[config.mk]
export PLATFORM = sky130hd
export DESIGN_NAME = alu_issue_ctrl
export DESIGN_NICKNAME = d
export VERILOG_FILES = /design/src/rtl/alu_issue_ctrl.sv
export SDC_FILE = /design/constraint.sdc
export NUM_CORES = 1
export LEC_CHECK = 0
export ABC_AREA = 0
export BUFFER_PORTS_ARGS = -buffer_cell sky130_fd_sc_hd__buf_4
export CAP_MARGIN = 25
export CORE_MARGIN = 4
export CORE_UTILIZATION = 45
export CTS_CLUSTER_SIZE = 14
export DETAILED_ROUTE_END_ITERATION = 8
export PLACE_DENSITY = 0.69
export SETUP_SLACK_MARGIN = 0.15
export SYNTH_ARGS = -nofsm -noshare
export SYNTH_HDL_FRONTEND = slang
export SYNTH_SLANG_ARGS = --single-unit
[constraint.sdc]
create_clock -name clk -period 2.6 [get_ports clk]
set_input_delay 0.52 -clock clk [delete_from_list [all_inputs] [get_ports clk]]
set_output_delay 0.52 -clock clk [all_outputs]
set_load 0.02 [all_outputs]
[src/rtl/alu_issue_ctrl.sv]
// Issue controller around a combinational ALU: queues commands, drives registered operands,
// waits SETTLE cycles, captures result/flags. Optional sticky flags via ALU_STICKY_FLAGS_EN.
module alu_issue_ctrl #(
    parameter int DEPTH  = 2,
    parameter int SETTLE = 1
) (
    input  logic        clk,
    input  logic        rst_n,
    input  logic        cmd_valid,
    output logic        cmd_ready,
    input  logic [15:0] cmd_a,
    input  logic [15:0] cmd_b,
    input  logic [2:0]  cmd_opcode,
    input  logic        cmd_mode,
    output logic [15:0] alu_a,
    output logic [15:0] alu_b,
    output logic [2:0]  alu_opcode,
    output logic        alu_mode,
    input  logic [31:0] alu_out,
    input  logic [4:0]  alu_flags,
    output logic        res_valid,
    input  logic        res_ready,
    output logic [31:0] res_data,
    output logic [4:0]  res_flags,
    output logic        busy
`ifdef ALU_STICKY_FLAGS_EN
    ,
    input  logic        flag_clr,
    output logic [4:0]  sticky_flags
`endif
);

    localparam int PW    = $clog2(DEPTH);
    localparam int CW    = $clog2(SETTLE + 1);
    localparam int CMD_W = 36;

    localparam logic [PW:0]   CNT_ZERO  = (PW+1)'(0);
    localparam logic [PW:0]   CNT_ONE   = (PW+1)'(1);
    localparam logic [PW:0]   CNT_FULL  = (PW+1)'(DEPTH);
    localparam logic [PW-1:0] PTR_ONE   = PW'(1);
    localparam logic [CW-1:0] SET_ZERO  = CW'(0);
    localparam logic [CW-1:0] SET_ONE   = CW'(1);
    localparam logic [CW-1:0] SET_LOAD  = CW'(SETTLE);

    typedef enum logic [1:0] {
        ST_IDLE   = 2'd0,
        ST_SETTLE = 2'd1,
        ST_RESULT = 2'd2
    } state_t;

    logic [CMD_W-1:0] mem_q [DEPTH];
    logic [CMD_W-1:0] mem_d [DEPTH];
    logic [PW-1:0]    wr_ptr_q, wr_ptr_d;
    logic [PW-1:0]    rd_ptr_q, rd_ptr_d;
    logic [PW:0]      count_q, count_d;
    state_t           state_q, state_d;
    logic [CW-1:0]    cnt_q, cnt_d;
    logic [15:0]      alu_a_q, alu_a_d;
    logic [15:0]      alu_b_q, alu_b_d;
    logic [2:0]       alu_opcode_q, alu_opcode_d;
    logic             alu_mode_q, alu_mode_d;
    logic             res_valid_q, res_valid_d;
    logic [31:0]      res_data_q, res_data_d;
    logic [4:0]       res_flags_q, res_flags_d;
    logic             busy_q, busy_d;

    logic             full_s;
    logic             push_s;
    logic             pop_s;
    logic             capture_s;
    logic [CMD_W-1:0] head_s;

    assign full_s    = (count_q == CNT_FULL);
    assign cmd_ready = rst_n & ~full_s;
    assign push_s    = cmd_valid & cmd_ready;
    assign head_s    = mem_q[rd_ptr_q];

    // Sequencer: issue from queue, count settle cycles, hold result until consumed
    always_comb begin
        state_d     = state_q;
        cnt_d       = cnt_q;
        pop_s       = 1'b0;
        capture_s   = 1'b0;
        res_valid_d = res_valid_q;
        case (state_q)
            ST_IDLE: begin
                if (count_q != CNT_ZERO) begin
                    pop_s   = 1'b1;
                    cnt_d   = SET_LOAD;
                    state_d = ST_SETTLE;
                end else begin
                    state_d = ST_IDLE;
                end
            end
            ST_SETTLE: begin
                if (cnt_q == SET_ONE) begin
                    capture_s   = 1'b1;
                    res_valid_d = 1'b1;
                    cnt_d       = SET_ZERO;
                    state_d     = ST_RESULT;
                end else begin
                    cnt_d = cnt_q - SET_ONE;
                end
            end
            ST_RESULT: begin
                if (res_ready) begin
                    res_valid_d = 1'b0;
                    if (count_q != CNT_ZERO) begin
                        pop_s   = 1'b1;
                        cnt_d   = SET_LOAD;
                        state_d = ST_SETTLE;
                    end else begin
                        state_d = ST_IDLE;
                    end
                end else begin
                    state_d = ST_RESULT;
                end
            end
            default: begin
                res_valid_d = 1'b0;
                cnt_d       = SET_ZERO;
                state_d     = ST_IDLE;
            end
        endcase
    end

    // Queue storage, pointers and occupancy
    always_comb begin
        for (int i = 0; i < DEPTH; i++) begin
            mem_d[i] = mem_q[i];
        end
        wr_ptr_d = wr_ptr_q;
        rd_ptr_d = rd_ptr_q;
        count_d  = count_q;
        if (push_s) begin
            mem_d[wr_ptr_q] = {cmd_mode, cmd_opcode, cmd_b, cmd_a};
            wr_ptr_d        = wr_ptr_q + PTR_ONE;
        end else begin
            wr_ptr_d = wr_ptr_q;
        end
        if (pop_s) begin
            rd_ptr_d = rd_ptr_q + PTR_ONE;
        end else begin
            rd_ptr_d = rd_ptr_q;
        end
        case ({push_s, pop_s})
            2'b10:   count_d = count_q + CNT_ONE;
            2'b01:   count_d = count_q - CNT_ONE;
            default: count_d = count_q;
        endcase
    end

    // Operand and result registers; operands change only on a pop
    always_comb begin
        alu_a_d      = alu_a_q;
        alu_b_d      = alu_b_q;
        alu_opcode_d = alu_opcode_q;
        alu_mode_d   = alu_mode_q;
        res_data_d   = res_data_q;
        res_flags_d  = res_flags_q;
        if (pop_s) begin
            {alu_mode_d, alu_opcode_d, alu_b_d, alu_a_d} = head_s;
        end else begin
            alu_a_d = alu_a_q;
        end
        if (capture_s) begin
            res_data_d  = alu_out;
            res_flags_d = alu_flags;
        end else begin
            res_data_d = res_data_q;
        end
        busy_d = (count_d != CNT_ZERO) || (state_d != ST_IDLE);
    end

    // State, queue and output registers
    always_ff @(posedge clk or negedge rst_n) begin
        if (!rst_n) begin
            for (int i = 0; i < DEPTH; i++) begin
                mem_q[i] <= {CMD_W{1'b0}};
            end
            wr_ptr_q     <= {PW{1'b0}};
            rd_ptr_q     <= {PW{1'b0}};
            count_q      <= CNT_ZERO;
            state_q      <= ST_IDLE;
            cnt_q        <= SET_ZERO;
            alu_a_q      <= 16'h0000;
            alu_b_q      <= 16'h0000;
            alu_opcode_q <= 3'b000;
            alu_mode_q   <= 1'b0;
            res_valid_q  <= 1'b0;
            res_data_q   <= 32'h0000_0000;
            res_flags_q  <= 5'b00000;
            busy_q       <= 1'b0;
        end else begin
            for (int i = 0; i < DEPTH; i++) begin
                mem_q[i] <= mem_d[i];
            end
            wr_ptr_q     <= wr_ptr_d;
            rd_ptr_q     <= rd_ptr_d;
            count_q      <= count_d;
            state_q      <= state_d;
            cnt_q        <= cnt_d;
            alu_a_q      <= alu_a_d;
            alu_b_q      <= alu_b_d;
            alu_opcode_q <= alu_opcode_d;
            alu_mode_q   <= alu_mode_d;
            res_valid_q  <= res_valid_d;
            res_data_q   <= res_data_d;
            res_flags_q  <= res_flags_d;
            busy_q       <= busy_d;
        end
    end

    assign alu_a      = alu_a_q;
    assign alu_b      = alu_b_q;
    assign alu_opcode = alu_opcode_q;
    assign alu_mode   = alu_mode_q;
    assign res_valid  = res_valid_q;
    assign res_data   = res_data_q;
    assign res_flags  = res_flags_q;
    assign busy       = busy_q;

`ifdef ALU_STICKY_FLAGS_EN
    logic [4:0] sticky_q, sticky_d;

    // Clear takes effect first so a coincident capture still lands
    always_comb begin
        if (flag_clr) begin
            sticky_d = 5'b00000;
        end else begin
            sticky_d = sticky_q;
        end
        if (capture_s) begin
            sticky_d = sticky_d | alu_flags;
        end else begin
            sticky_d = sticky_d;
        end
    end

    // Sticky flag register
    always_ff @(posedge clk or negedge rst_n) begin
        if (!rst_n) begin
            sticky_q <= 5'b00000;
        end else begin
            sticky_q <= sticky_d;
        end
    end

    assign sticky_flags = sticky_q;
`endif

endmodule
[After elaboration in Yosys (flattened, before gate mapping)]
Cells that the tools add are included.
Cells by class
  reductions and logical operators: 7
  magnitude comparators: 3
  bitwise gates (word level): 6
  eq/ne operators: 7
  add/sub/neg operators: 5
  multiplexer cells: 23
Operators by type and width (count)
  $mux 36: 4
  $bwmux 72: 1
  $demux 36 s1: 1
  $mux 1: 10
  $eq 2x2->1 const B: 3
  $pmux 1 s3: 2
  $pmux 2 s3: 1
  $reduce_bool 2->1: 3
  $eq 2x1->1 const B: 2
  $ge 2x2->1 const B: 2
  $mux 2: 2
  $ne 2x2->1 const B: 2
  $not 1->2: 2
  $pmux 2 s2: 1
  $reduce_and 3->1: 1
  $add 1x1->1 const B: 2
  $add 2x1->2 const B: 1
  $and 1x1->1: 2
  $logic_not 2->1: 1
  $lt 2x1->1 const B: 1
  $not 1->1: 2
  $pmux 1 s2: 1
  $sub 2x1->2 const B: 1
  $logic_and 1x1->1: 1
  2 further kinds: 2
Word-level totals
  register bits: 154
  input bits: 77

[Logic depth before layout (Yosys ltp)]
  depth in word-level cells: 8
  gate-level depth with buffers: 9
  depth with buffers taken out: 7

[Worst setup path before layout]
OpenSTA, ideal clock, no wires.
  kind: input-to-reg
  start point: in res_ready
  end point: reg busy_q, in the netlist busy
  arrival: 2.107 ns
  cell stages on the path: 9
  setup slack: 0.355 ns
  data required time: 2.461 ns
  cells stage by stage: nor2b_1 > nor3_2 > buf_2 > buf_2 > ha_1 > xnor2_1 > nor2_1 > xor2_1 > or4b_1
Between the ends
  word-level cells in the longest chain between the ends: 6
  elaborated cells between the ends (all ways): 10
RTL lines
  start, declared: line 22  | input logic res_ready,
  $mux 1 *: line 106  | if (res_ready) begin
  $pmux 1 s2 *: line 85  | case (state_q)
  net pop_s: line 69  | logic pop_s;
  $eq 2x1->1 / $eq 2x2->1 (equally long branches): line 146  | case ({push_s, pop_s})
  $pmux 2 s2 *: line 146
  net count_d[1]: line 55  | logic [PW:0] count_q, count_d;
  $reduce_bool 2->1 *: line 172  | busy_d = (count_d != CNT_ZERO) || (state_d != ST_IDLE);
  $logic_or 1x1->1 *: line 172
  net busy_d: line 65  | logic busy_q, busy_d;
  end signal, assigned: line 210  | busy_q <= busy_d;
  end, declared: line 65
Mark *: on every way through the listed nets, which the timed path passes. The rest lies on a longest branch.
A chain may end at the register's enable or synchronous reset.

[Final worst setup path]
  start point: reg count_q[0]
  end point: out cmd_ready
Between the ends
  word-level cells in the longest chain between the ends: 3
RTL lines
  start, declared: line 55
  start signal, assigned: line 200  | count_q <= count_d;
  $eq 2x2->1: line 73  | assign full_s = (count_q == CNT_FULL);
  $not 1->1: line 74  | assign cmd_ready = rst_n & ~full_s;
  $and 1x1->1: line 74
  end, declared: line 10  | output logic cmd_ready,
No other way between the ends.

==> results.cfg <==
[status]
status = finished, final reports clean

[final_layout]
syn2layout_area_growth_pct = 30.2
layout_commonest_cell = buf_4
regArea_um2 = 3850
layout_common_cells = 155 x buf_4, 153 x dfrtp_1, 60 x mux2_4, 40 x nor2_1, 38 x a21oi_1
finish.instance_area_um2 = 8290
antenna_cells = 0
multiInputGateArea_um2 = 2340
fill_cells = 1123
nNetsFinal = 657
fin_util = 0.597
drive_above_1_share = 0.453

[grt]
gr-usage-met1 = 0.218
grt-ovfl-total = 0
grt_max_degree = 124
grt_pass1_vias = 4110
grt_pass1_wl_um = 21700
met3_usage = 0.0581
grt_use_met2 = 0.282
grt_usage = 0.172
top_usage_layer = met2
antenna_found_initial = 0

[sta]
slew-limit-headroom = 0.490
finClkSkew_ps = 7.57
fin_crit_ps = 1960
rsz0062_at_grt = false
fin_setup_tns_ps = 0
fmax_mhz = 511
setup_slack_ps = 642
finalMaxSlewViolations = 0
tightest_slew_ps = 765
setup_viol = 0
fin_crit_sh = 0.753
hold_viol_final = 0

[drt]
antenna_left = 0
drt_iter0_drc = 235
wire_per_inst_um = 16.9
drtPass1Iterations = 4
vias_per_cell = 4.94
remaining_drc_errors = 0
wirelength_um = 13000
num_vias = 3812

[floorplan]
die_area_um2 = 16100
die_h_um = 127
die_x_um = 127
core_um2 = 13900
num_rows = 43
io_pins = 153
start_util = 0.459

[clock_network]
cts_sinks = 154
cts_hold_buf = 0
cts_setup_buffers = 0
clkLatencyLatePin_ps = 420
root_buffer = clkbuf_16
cts_tree = built
ctsResizeCount = 0
clockBufferDepth = 2
cts_buffers = 17
htree_levels = 4
clk_pin_slew_ps = 60

[synth]
syn-mean-instance-area_um2 = 15.1
synth_compound_area_frac = 0.0332
synth_adder_area_share = 0.00197
yosys_warnings = 0
synth_xor_area_frac = 0.00688
synth-simple-area-share = 0.0395
ys_types = 29
synth_top_family_by_area = multiplexers
syn_nets = 500
synth-seq-cells = 154
syn_inst = 422
synth-seq-area-share = 0.605
synth_area_um2 = 6360
synth_mux_area_frac = 0.285

[setup_path]
path_delay_family = simple AND/OR/NAND/NOR gates
reg2reg_setup_slack_ps = 680
slowest_delay_ps = 420
path_class = reg -> out
startpoint_type = flip-flop
critPathArrivalTime_ps = 1440
worstPathMaxFanout = 4
crit_required_ps = 2080
crit_buf_inv = 1
cpMaxStageDelayCell = dfrtp_1
worst_setup_path_end_kind = output pin
crit_chain = nand2b_1 > and2_2 > buf_4

[pwr]
p_leak_nw = 3.99
vdd_drop_max_mv = 0.557
powerDensity_nw_per_um2 = 1430

[min_path]
hp-class = in -> async

[run]
maxCapViolCount = 0

[place]
portBuffers = 152
place_hpwl_um = 8700
dpl_cell_area_um2 = 7680
place_ws_ps = 512
globalplace.congestion = 0.746
## where the power goes
part / internal (mW) / switching, mW / leakage [nW]
registers: 3.67 / 0.751 / 1.80
clock network: 1.59 / 0.915 / 0.302
logic: 2.54 / 2.37 / 1.89
total: 7.79 / 4.04 / 3.99
## flip-flops by register name, indices dropped and copies added (netlist names)
register,count
alu_opcode,3
state_q,2
res_flags,5
alu_a,16
mem_q,72
alu_b,16
rd_ptr_q,1
res_data,32
count_q,2
alu_mode,1
busy,1
wr_ptr_q,1
res_valid,1
cnt_q,1
## metal layers
layer  part of all wire  vias to the layer above  wire [µm]
met1               0.42                     1929       5460
met4              0.014                        0        182
met2               0.51                       82       6620
met3              0.058                       16        755
li1                   -                     1785          -
met5                  0                        -          0
## cell families after synthesis
| group | count (synthesis) |
|---|---|
| buf+inv | 23 |
| simple gates | 53 |
| mux | 145 |
| compound gates | 41 |
| xor+xnor | 5 |
| fa+ha+maj | 1 |
| flops | 154 |
## synthesized netlist by cell type
cell type | number | area (µm²)
dfrtp_1 | 154 | 3850
mux2_4 | 60 | 901
nor2_1 | 40 | 150
a21oi_1 | 38 | 190
mux2_1 | 37 | 417
mux2i_1 | 36 | 360
mux2_2 | 12 | 135
buf_2 | 11 | 55.1
nand2_1 | 4 | 15.0
buf_12 | 3 | 60.1
buf_6 | 3 | 33.8
clkbuf_1 | 3 | 11.3
xnor2_1 | 3 | 26.3
buf_4 | 2 | 15.0
xor2_1 | 2 | 17.5
a211o_1 | 1 | 8.76
a21o_1 | 1 | 7.51
and2_2 | 1 | 7.51
and2b_1 | 1 | 7.51
ha_1 | 1 | 12.5
inv_1 | 1 | 3.75
nand2b_1 | 1 | 6.26
nand3_2 | 1 | 10.0
nand3_4 | 1 | 17.5
nor2_4 | 1 | 11.3
nor2b_1 | 1 | 6.26
nor3_2 | 1 | 10.0
o21ai_0 | 1 | 5.00
or4b_1 | 1 | 10.0
## area by class of cell
type,count,share of cell area
Inverter,1,0.000453
Sequential cell,154,0.465
Tap cell,180,0.0272
Clock buffer,26,0.0638
Timing Repair Buffer,160,0.151
Clock inverter,6,0.00996
Multi-Input combinational cell,245,0.282
## worst register-to-register path, delay by kind of cell (launching register included)
| kind | cells | cell delay (ps) |
|---|---|---|
| simple gates | 3 | 820 |
| xor+xnor | 1 | 150 |
| flops | 1 | 420 |
| fa+ha+maj | 1 | 280 |
| compound gates | 1 | 120 |
## final timing paths
| check | start | end | cells past startpoint |
|---|---|---|---|
| max reg2reg | state_q[1]$_DFF_PN0_ | busy$_DFF_PN0_ | 6 |
| max in group asynchronous | rst_n | rd_ptr_q$_DFFE_PN0P_ | 2 |
| min | rst_n | count_q[0]$_DFF_PN0_ | 2 |
| min reg2reg | res_data[18]$_DFFE_PN0P_ | res_data[18]$_DFFE_PN0P_ | 1 |
| max | count_q[0]$_DFF_PN0_ | cmd_ready | 3 |
| min in group clk | alu_out[7] | res_data[7]$_DFFE_PN0P_ | 2 |
## per-stage QoR
step | hold WS [ps] | instances | power [mW]
after floorplan | 224 | 422 | 7.70
after global placement | 476 | 740 | 9.23
after detailed placement | 483 | 740 | 9.43
after CTS | 148 | 772 | 12.0
after global routing | 167 | 772 | 12.6
final | 144 | 772 | 11.8
Note: power is estimated with default switching activity, not from simulation.
